**config.mk**
```make
export PLATFORM = sky130hd
export DESIGN_NAME = program_counter_unit
export DESIGN_NICKNAME = d
export VERILOG_FILES = /design/src/rtl/program_counter_unit_pkg.sv /design/src/rtl/program_counter_unit_half_incrementer.sv /design/src/rtl/program_counter_unit.sv
export SDC_FILE = /design/constraint.sdc
export NUM_CORES = 1
export LEC_CHECK = 0
export CAP_MARGIN = 25
export CORE_ASPECT_RATIO = 0.6
export CORE_UTILIZATION = 42
export CTS_CLUSTER_SIZE = 30
export DETAILED_ROUTE_END_ITERATION = 7
export GPL_TIMING_DRIVEN = 0
export PLACE_DENSITY = 0.87
export SYNTH_ARGS = -nofsm -noshare
export SYNTH_HDL_FRONTEND = slang
export SYNTH_SLANG_ARGS = --single-unit
export TNS_END_PERCENT = 10
```
**constraint.sdc**
```tcl
create_clock -name clk -period 2.2 [get_ports clk]
set_input_delay 0.55 -clock clk [delete_from_list [all_inputs] [get_ports clk]]
set_output_delay 0.55 -clock clk [all_outputs]
set_load 0.03 [all_outputs]
```
**src/rtl/program_counter_unit_pkg.sv**
```systemverilog
`default_nettype none
// ============================================================================
// program_counter_unit_pkg : shared CPU types for the PC datapath and decoder
// Revision: 1.0
// ============================================================================
package program_counter_unit_pkg;

  typedef logic [15:0] pc_t;

  localparam pc_t PC_RESET_DEFAULT = 16'h0000;

  // Field order matches the control decoder's microword layout.
  typedef struct packed {
    logic adl_pcl;
    logic pcl_pcl;
    logic adh_pch;
    logic pch_pch;
    logic i_pc;
  } pc_ctrl_t;

  function automatic logic select_conflict(input pc_ctrl_t ctrl);
    return (ctrl.adl_pcl & ctrl.pcl_pcl) | (ctrl.adh_pch & ctrl.pch_pch);
  endfunction

endpackage : program_counter_unit_pkg
`default_nettype wire

```
**src/rtl/program_counter_unit_half_incrementer.sv**
```systemverilog
`default_nettype none
// ============================================================================
// pc_half_incrementer : 8-bit bus/hold select followed by a +carry-in adder
// Revision: 1.0
// ============================================================================
module pc_half_incrementer
  import program_counter_unit_pkg::*;
(
  input  logic       i_load,
  input  logic [7:0] i_bus,
  input  logic [7:0] i_cur,
  input  logic       i_cin,
  output logic [7:0] o_sum,
  output logic       o_cout
);

  logic [7:0] w_sel;
  logic [8:0] w_sum;

  // Recirculation and "no select" both mean hold, so only the load line matters.
  assign w_sel  = i_load ? i_bus : i_cur;
  assign w_sum  = {1'b0, w_sel} + {8'd0, i_cin};
  assign o_sum  = w_sum[7:0];
  assign o_cout = w_sum[8];

endmodule : pc_half_incrementer
`default_nettype wire

```
**src/rtl/program_counter_unit.sv**
```systemverilog
`default_nettype none
// ============================================================================
// program_counter_unit : 6502 PCL/PCH register pair with bus load and +1
// Revision: 1.0
// ============================================================================
module program_counter_unit
  import program_counter_unit_pkg::*;
#(
  parameter pc_t RESET_PC = PC_RESET_DEFAULT
) (
  input  logic       clk,
  input  logic       rst,
  input  logic       RDY,
  input  logic       ADL_PCL,
  input  logic       PCL_PCL,
  input  logic       ADH_PCH,
  input  logic       PCH_PCH,
  input  logic       I_PC,
  input  logic [7:0] ADL,
  input  logic [7:0] ADH,
  output logic [7:0] Program_Counter_Low_Register_Out,
  output logic [7:0] Program_Counter_High_Register_Out,
  output logic       PCL_Carry,
  output logic       Select_Conflict
);

  pc_ctrl_t   w_ctrl;
  logic [7:0] w_pcl_next;
  logic [7:0] w_pch_next;
  logic       w_pcl_cout;
  logic       w_pch_cout_unused;
  logic       w_conflict;

  pc_t        r_pc;
  logic       r_carry;
  logic       r_conflict;

  assign w_ctrl = '{adl_pcl: ADL_PCL, pcl_pcl: PCL_PCL,
                    adh_pch: ADH_PCH, pch_pch: PCH_PCH, i_pc: I_PC};

  assign w_conflict = select_conflict(w_ctrl);

  pc_half_incrementer u_pcl (
    .i_load (w_ctrl.adl_pcl),
    .i_bus  (ADL),
    .i_cur  (r_pc[7:0]),
    .i_cin  (w_ctrl.i_pc),
    .o_sum  (w_pcl_next),
    .o_cout (w_pcl_cout)
  );

  // The low-byte carry ripples into whichever high byte was selected, so ADH loads also see +1.
  pc_half_incrementer u_pch (
    .i_load (w_ctrl.adh_pch),
    .i_bus  (ADH),
    .i_cur  (r_pc[15:8]),
    .i_cin  (w_pcl_cout),
    .o_sum  (w_pch_next),
    .o_cout (w_pch_cout_unused)
  );

  always_ff @(posedge clk or posedge rst) begin
    if (rst) begin
      r_pc       <= RESET_PC;
      r_carry    <= 1'b0;
      r_conflict <= 1'b0;
    end else if (RDY) begin
      r_pc       <= {w_pch_next, w_pcl_next};
      r_carry    <= w_pcl_cout;
      r_conflict <= w_conflict;
    end
  end

  assign Program_Counter_Low_Register_Out  = r_pc[7:0];
  assign Program_Counter_High_Register_Out = r_pc[15:8];
  assign PCL_Carry                         = r_carry;
  assign Select_Conflict                   = r_conflict;

endmodule : program_counter_unit
`default_nettype wire

```
=== After elaboration in Yosys (flattened, before gate mapping) ===
Index checks and enable logic that the tools add are counted.

* Bits in registers: 18
* Bits of input ports: 24
* Output and inout port bits: 18

* $add $sub $neg: 2
* Muxes and demuxes: 2
* Bitwise logic cells: 3

{| class="wikitable"
|+ Operator list
! cell !! number
|-
| $mux W8 || 2
|-
| $add A8 B1 Y9 || 1
|-
| $add A8 B1 Y8 || 1
|-
| $and A1 B1 Y1 || 2
|-
| $or A1 B1 Y1 || 1
|}

=== Depth between registers and ports, before layout ===
Gate-level depths: netlist of run 1.

* Word-level depth: 3
* Gate-level depth with buffers: 14
* Mapped depth without buffers: 10

=== Cells and area by module ===
A second synthesis of run 1 with hierarchy kept.

* Cell total of the unflattened synthesis: 105
* Area, all modules: 1263.7 sq um

{| class="wikitable"
|+ Modules (own cells, without submodules)
! module !! times used !! cells an instance !! area an instance (sq um) !! sequential area each (sq um)
|-
| program_counter_unit || 1 || 41 || 723.2 || 450.4
|-
| pc_half_incrementer || 2 || 32 || 270.3 || 0.0
|}

=== Worst setup path before layout of run 1 ===
No wires, ideal clock.

* Kind: input to register
* Start point: in ADL_PCL
* End point: reg r_pc[14]
* Setup time: 0.142 ns
* Arrival time: 3.097 ns
* Data required time: 2.058 ns
* Path slack: -1.039 ns
* Stages on the path: 13
* Cell sequence: buf_2 > buf_1 > mux2_2 > ha_1 > ha_1 > clkbuf_1 > and3_1 > ha_1 > ha_1 > clkbuf_1 > o211ai_1 > mux2i_1 > o221ai_1

* Word-level cells in the longest chain between the ends: 3

{| class="wikitable"
|+ RTL lines
! what !! RTL line !! text
|-
| start: declaration || program_counter_unit.sv:14 || <nowiki>input logic ADL_PCL,</nowiki>
|-
| $mux W8 || program_counter_unit_half_incrementer.sv:21 || <nowiki>assign w_sel = i_load ? i_bus : i_cur;</nowiki>
|-
| $add A8 B1 Y9 || program_counter_unit_half_incrementer.sv:22 || <nowiki>assign w_sum = {1'b0, w_sel} + {8'd0, i_cin};</nowiki>
|-
| net u_pch.i_cin || program_counter_unit_half_incrementer.sv:12 || <nowiki>input logic i_cin,</nowiki>
|-
| $add A8 B1 Y8 || program_counter_unit_half_incrementer.sv:22 ||
|-
| end signal: assignment || program_counter_unit.sv:68 || <nowiki>r_pc <= {w_pch_next, w_pcl_next};</nowiki>
|-
| end: declaration || program_counter_unit.sv:34 || <nowiki>pc_t r_pc;</nowiki>
|}

The timed path passes the listed nets, and every way through them passes these cells.
A chain may end at the register's enable or synchronous reset.

=== Worst setup path after layout of run 1 ===
Ends and elaborated chain as after synthesis.

==> flow_summary.toml, run 1 <==
[run_status]
status = "complete, but fails checks"
violations = "setup timing"

[finish]
areaGrowthSynthToFinish_pct = 49.0
drive_gt1_share_pct = 21.8
nets = 241
fillerInstances = 241
multi_input_area_um2 = 968
seqCellArea_um2 = 450
diodes = 0

[floorplan]
die_w_um = 76.5
initial_core_util_pct = 46.3
die_area_um2 = 3580
ios = 42
die_h_um = 46.7
rows = 15
core-area_um2 = 3020

[power_and_ir_drop]
power_density_nw_per_um2 = 599
peakVddDrop_mv = 0.623
power_uw = 1250
leakage_uw = 0.000878

[logic_synthesis]
synthTopCellsByArea = "dfrtp_1 32%, mux2_2 7.2%, nand2_1 5.1%"
ys_types = 42
synth_common_cells = "19 x nand2_1, 18 x dfrtp_1, 10 x o21ai_0, 9 x mux2_2"
yosys.area.top_type = "dfrtp_1"
syn_avg_cell_area_um2 = 8.81
synth_edf_count = 0
ys_warn_count = 0
synth_async_sr_flop_share_pct = 100
synthCells = 159
ys_seq_area_share_pct = 32.2
synth-seq-cells = 18
synth_area_um2 = 1400
synth_fp_nets = 187
yosysMostFrequentCell = "nand2_1"
synthFlopType = "dfrtp_1"
synth_top_area_share_pct = 32.2

[critical_path]
r2r_cells = 9
crit_family = "adder cells"
r2r_start = "r_pc[4]"
path_class = "input port to flop"
start_kind = "input port"
rrSetupSlack_ps = -60
crit_path_top_delay_cell = "mux2_4"
cp.arrival_ps = 2590
worst-path-buf-inv = 3
path_cells = "buf_8 -> buf_6 -> buf_8 -> mux2_4 -> ha_4 -> ha_4 -> and3_4 -> ha_4 -> ha_4 -> o211ai_1 -> mux2i_1 -> o221ai_1"
cp_max_fo = 6
reg2reg_to = "r_pc[15]"
max_stage_delay_ps = 310
end_kind = "flop"
worstPathRequired_ps = 2330
crit_top_cell = "ha_4"

[global_routing]
grt_overflow = 0
met3_usage_pct = 7.52
grtUsageTotal_pct = 25.5
antenna_found_initial = 0
met2_usage_pct = 42.3
grt_busiest_layer = "met2"
first_global_vias = 1412
grt_max_degree = 19
grt_use_met1_pct = 32.7
grt_pass1_wl_mm = 6.76

[job]
drv_cap = 0

[sta]
fin_worst_skew_ps = 2.12
fin_crit_sh_pct = 112
timing.fmax_ghz = 0.406
whs_ps = 529
finalSetupViolCount = 6
hold_viol = 0
setup_ws_ps = -261
worst_pin_slew_ps = 725
fin_crit_ps = 2460
rsz0062_at_grt = "yes"
drv_slew = 0
maxSlewHeadroom_pct = 51.6

[clock_tree]
clk_latency_ps = 260
cts_buffers = 3
htree_num_levels = 1
clock-sinks = 18
path_clk_slew_ps = 70
cts_tree = "done"
clock_path_buffers = 2
cts_root_buf = "clkbuf_8"
cts-hold-fix-buffers = 0

[min_path]
hold_depth = 1
hp-start = "PCL_Carry"
hold_end = "PCL_Carry"
hold_class = "flop to flop"

[place]
dp_hpwl_mm = 3.19
port_buffers = 40
gp_congestion = 0.896

[drt]
via_count = 1497
wire_per_inst_um = 17.0
drt-total-wl_mm = 4.29
drtAntennaViolNets = 0
vias_per_cell = 5.92
first_pass_iters = 5
drcViolationCount = 0
drt_iter0_markers = 138
## per-stage QoR
| step | area (µm²) | utilization [%] | TNS, ps | setup WS (ps) | std cells |
|---|---|---|---|---|---|
| after floorplan | 1500 | - | -3090 | -547 | 159 |
| after global placement | 1950 | 64.5 | -13350 | -1270 | 241 |
| after detailed placement | 1950 | 64.5 | -14180 | -1370 | 241 |
| after CTS | 2060 | 68.0 | -1300 | -291 | 252 |
| after global routing | 2090 | 69.0 | -1590 | -346 | 253 |
| final | 2090 | 69.0 | -1210 | -261 | 253 |
## what timing repair did
item | in CTS | in global routing
pin swaps | 11 | 5
setup endpoints to repair | 16 | 10
resized for setup | 21 | 7
setup buffers | 10 | 1
## worst max path at each step
| stage | from | to | slack (ps) | cells past startpoint |
|---|---|---|---|---|
| finish | ADL_PCL | r_pc[14] | -260 | 12 |
| global route | ADL_PCL | r_pc[14] | -350 | 12 |
| CTS | ADL_PCL | r_pc[15] | -290 | 13 |
| detailed placement | ADL_PCL | r_pc[14] | -1370 | 14 |
| global placement | ADL_PCL | r_pc[14] | -1270 | 14 |
| floorplan | ADL_PCL | r_pc[14] | -550 | 13 |
## where the power goes
part	internal (µW)	total [µW]	switching [µW]
registers	388	466	77.0
logic	258	543	285
clock network	122	242	120
total	768	1250	482
## registers in the layout, summed over array words and instances, names as in the netlist
signal	flops
r_pc	16
PCL_Carry	1
Select_Conflict	1
## final cells by class
type	instances	area share, %
buffer	8	2.76
clock buffer	3	1.98
inverter	8	1.44
multi-input combinational	123	46.4
sequential	18	21.6
tap	42	2.52
timing repair buffer	51	23.3
## cell families (layout without fill, tap and decap cells)
logic type / count (synthesis) / in the layout / share of synthesized area (%)
compound gates: 41 / 41 / 20.9
xor+xnor: 9 / 9 / 5.63
fa+ha+maj: 4 / 4 / 3.57
buf+inv: 18 / 70 / 5.45
flops: 18 / 18 / 32.2
mux: 11 / 11 / 8.67
simple gates: 58 / 58 / 23.6
## layer usage
metal | share of wire, % | up-vias
met4 | 1.1 | 0
met3 | 9.7 | 8
li1 | - | 683
met5 | 0 | -
met2 | 46 | 87
met1 | 43 | 719
## worst register-to-register path: stages (launching register included)
cell and delay, ps:
dfrtp_1 440, nand3b_1 170, a22oi_2 230, and3_4 240, ha_4 180, nand2_4 60
o21a_4 210, or4b_1 460, o31a_1 130, o211ai_2 60
## layout by cell type (no fill, tap or decap), types with 3 or more instances in the layout
cell and n:
ha_4 4, xor2_1 6, a22o_1 4, buf_4 10, nand3b_1 5, mux2_4 3
o21ai_0 8, nand2b_1 4, clkdlybuf4s50_1 31, a21oi_1 7, nand3_1 4, dlygate4sd2_1 7
mux2_2 6, buf_6 3, xnor2_1 3, nand2_1 17, dfrtp_1 18, inv_1 8
clkbuf_1 3, nor2_1 8, a31o_2 3, clkbuf_8 3
Note: power is estimated with default switching activity, not from simulation.
==> run 2: changes to the inputs <==
- CELL_PAD_IN_SITES_DETAIL_PLACEMENT: unset -> 1
- CELL_PAD_IN_SITES_GLOBAL_PLACEMENT: unset -> 1
- CORE_UTILIZATION: 42 -> 31
- PLACE_DENSITY: 0.87 -> 0.88
- REMOVE_ABC_BUFFERS: unset -> 1
==> flow_summary.toml, run 2 (synthesized netlist as in run 1, its figures left out) <==
[drt]
wire_per_inst_um = 16.7
via_count = 1410
vias_per_cell = 5.30
drt_iter0_markers = 65
drt-total-wl_mm = 4.45
drtAntennaViolNets = 0
drcViolationCount = 0
first_pass_iters = 4

[place]
port_buffers = 41
place_ws_ps = -1870
gp_congestion = 0.722
dp_hpwl_mm = 2.94
dp_cells = 250

[finish]
final_common_cell = "clkdlybuf4s50_1"
diodes = 0
drive_gt1_share_pct = 22.3
mostFrequentLayoutCells = "29 x clkdlybuf4s50_1, 18 x nand2_1, 17 x dfrtp_1"
top_register = "r_pc"
instances_no_fill = 266
nets = 235
utilization_pct = 50.2
areaGrowthSynthToFinish_pct = 51.1
largest_reg_flops = 16
fillerInstances = 489

[sta]
drv_slew = 0
fin_crit_sh_pct = 105
tns_ps = -161
hold_viol = 0
fin_worst_skew_ps = 3.76
fin_crit_ps = 2300
rsz0062_at_grt = "yes"
setup_ws_ps = -100
maxSlewHeadroom_pct = 50.2
finalSetupViolCount = 4
timing.fmax_ghz = 0.435
worst_pin_slew_ps = 746

[critical_path]
start_kind = "input port"
cp_max_fo = 4
worstPathRequired_ps = 2390
path_class = "input port to flop"
crit_path_top_delay_cell = "or4b_1"
path_cells = "clkdlybuf4s15_1 -> nand3_2 -> a22oi_2 -> and3_4 -> ha_4 -> nand2_4 -> o21a_4 -> or4b_1 -> o31a_1 -> o211ai_2"
end_kind = "flop"
cp.arrival_ps = 2490
max_stage_delay_ps = 460

[min_path]
hold_class = "flop to flop"

[global_routing]
grt_pass1_wl_mm = 7.00
antenna_found_initial = 0
first_global_vias = 1426
grtUsageTotal_pct = 19.8
grt_overflow = 0
grt_max_degree = 33

[power_and_ir_drop]
power_uw = 1300
peakVddDrop_mv = 0.249
power_density_nw_per_um2 = 616
leakage_uw = 0.000881

[run_status]
violations = "setup timing"
status = "complete, but fails checks"

[clock_tree]
path_clk_slew_ps = 70
clock_path_buffers = 2
clk_latency_ps = 260
cts_tree = "done"
cts_buffers = 3
clock-sinks = 18
cts_root_buf = "clkbuf_8"
htree_num_levels = 1

[floorplan]
die_area_um2 = 4800
ios = 42
die_w_um = 88.8
die_h_um = 54.1
rows = 18
initial_core_util_pct = 33.2
core-area_um2 = 4210

[job]
drv_cap = 0
## run 2: timing repair
action / 4_1_cts / 5_1_grt
buffers inserted: 8 / 2
endpoints found under the setup margin: 17 / 6
hold buffers: 0 / 0
resized for setup: 42 / 5
pin swaps: 11 / 10
gates cloned: 1 / 0
## run 2: area by class of cell
class                   count  area, µm²  share of cell area (%)
clock buffers               4       55.1                    2.60
inverters                   8       30.0                    1.42
multi-input cells         123        961                    45.4
flip-flops and latches     18        452                    21.3
well taps                  60       75.1                    3.55
repair buffers             53        543                    25.7
## run 2: where the power goes
group	switching, µW	internal [µW]	total [µW]
Combinational	287	263	550
Clock	128	160	287
Sequential	77.4	389	466
## run 2: metal layers
layer | vias up | GRT usage, % | routed length (µm)
met5 | - | 0 | 0
met4 | 0 | 4.03 | 43
li1 | 678 | - | -
met3 | 8 | 5.21 | 196
met2 | 31 | 33.5 | 2020
met1 | 693 | 25.8 | 2190
## run 2: through the flow
| step | hold slack (ps) | area (µm²) |
|---|---|---|
| detailed placement | 522 | 1840 |
| global placement | 489 | 1840 |
| CTS | 540 | 2070 |
| global route | 551 | 2120 |
| floorplan | 489 | 1350 |
| finish | 532 | 2120 |
## run 2: worst paths after layout
path	start	end	slack, ps	cells past startpoint
worst max-delay path	ADL[3]	r_pc[15]	-100	10
worst min-delay path	Select_Conflict	Select_Conflict	530	2
worst max register to register	r_pc[3]	r_pc[15]	-80	9
worst min register to register	Select_Conflict	Select_Conflict	530	2
max in group asynchronous	rst	r_pc[4]	970	2
min in group asynchronous	rst	r_pc[15]	720	2
## run 2: worst max-delay path, delay by kind of cell
kind | cells | cell delay, ps
AOI/OAI and AO/OA | 4 | 620
adders and majority gates | 1 | 180
buffers and inverters | 1 | 250
and+or+nand+nor | 4 | 880
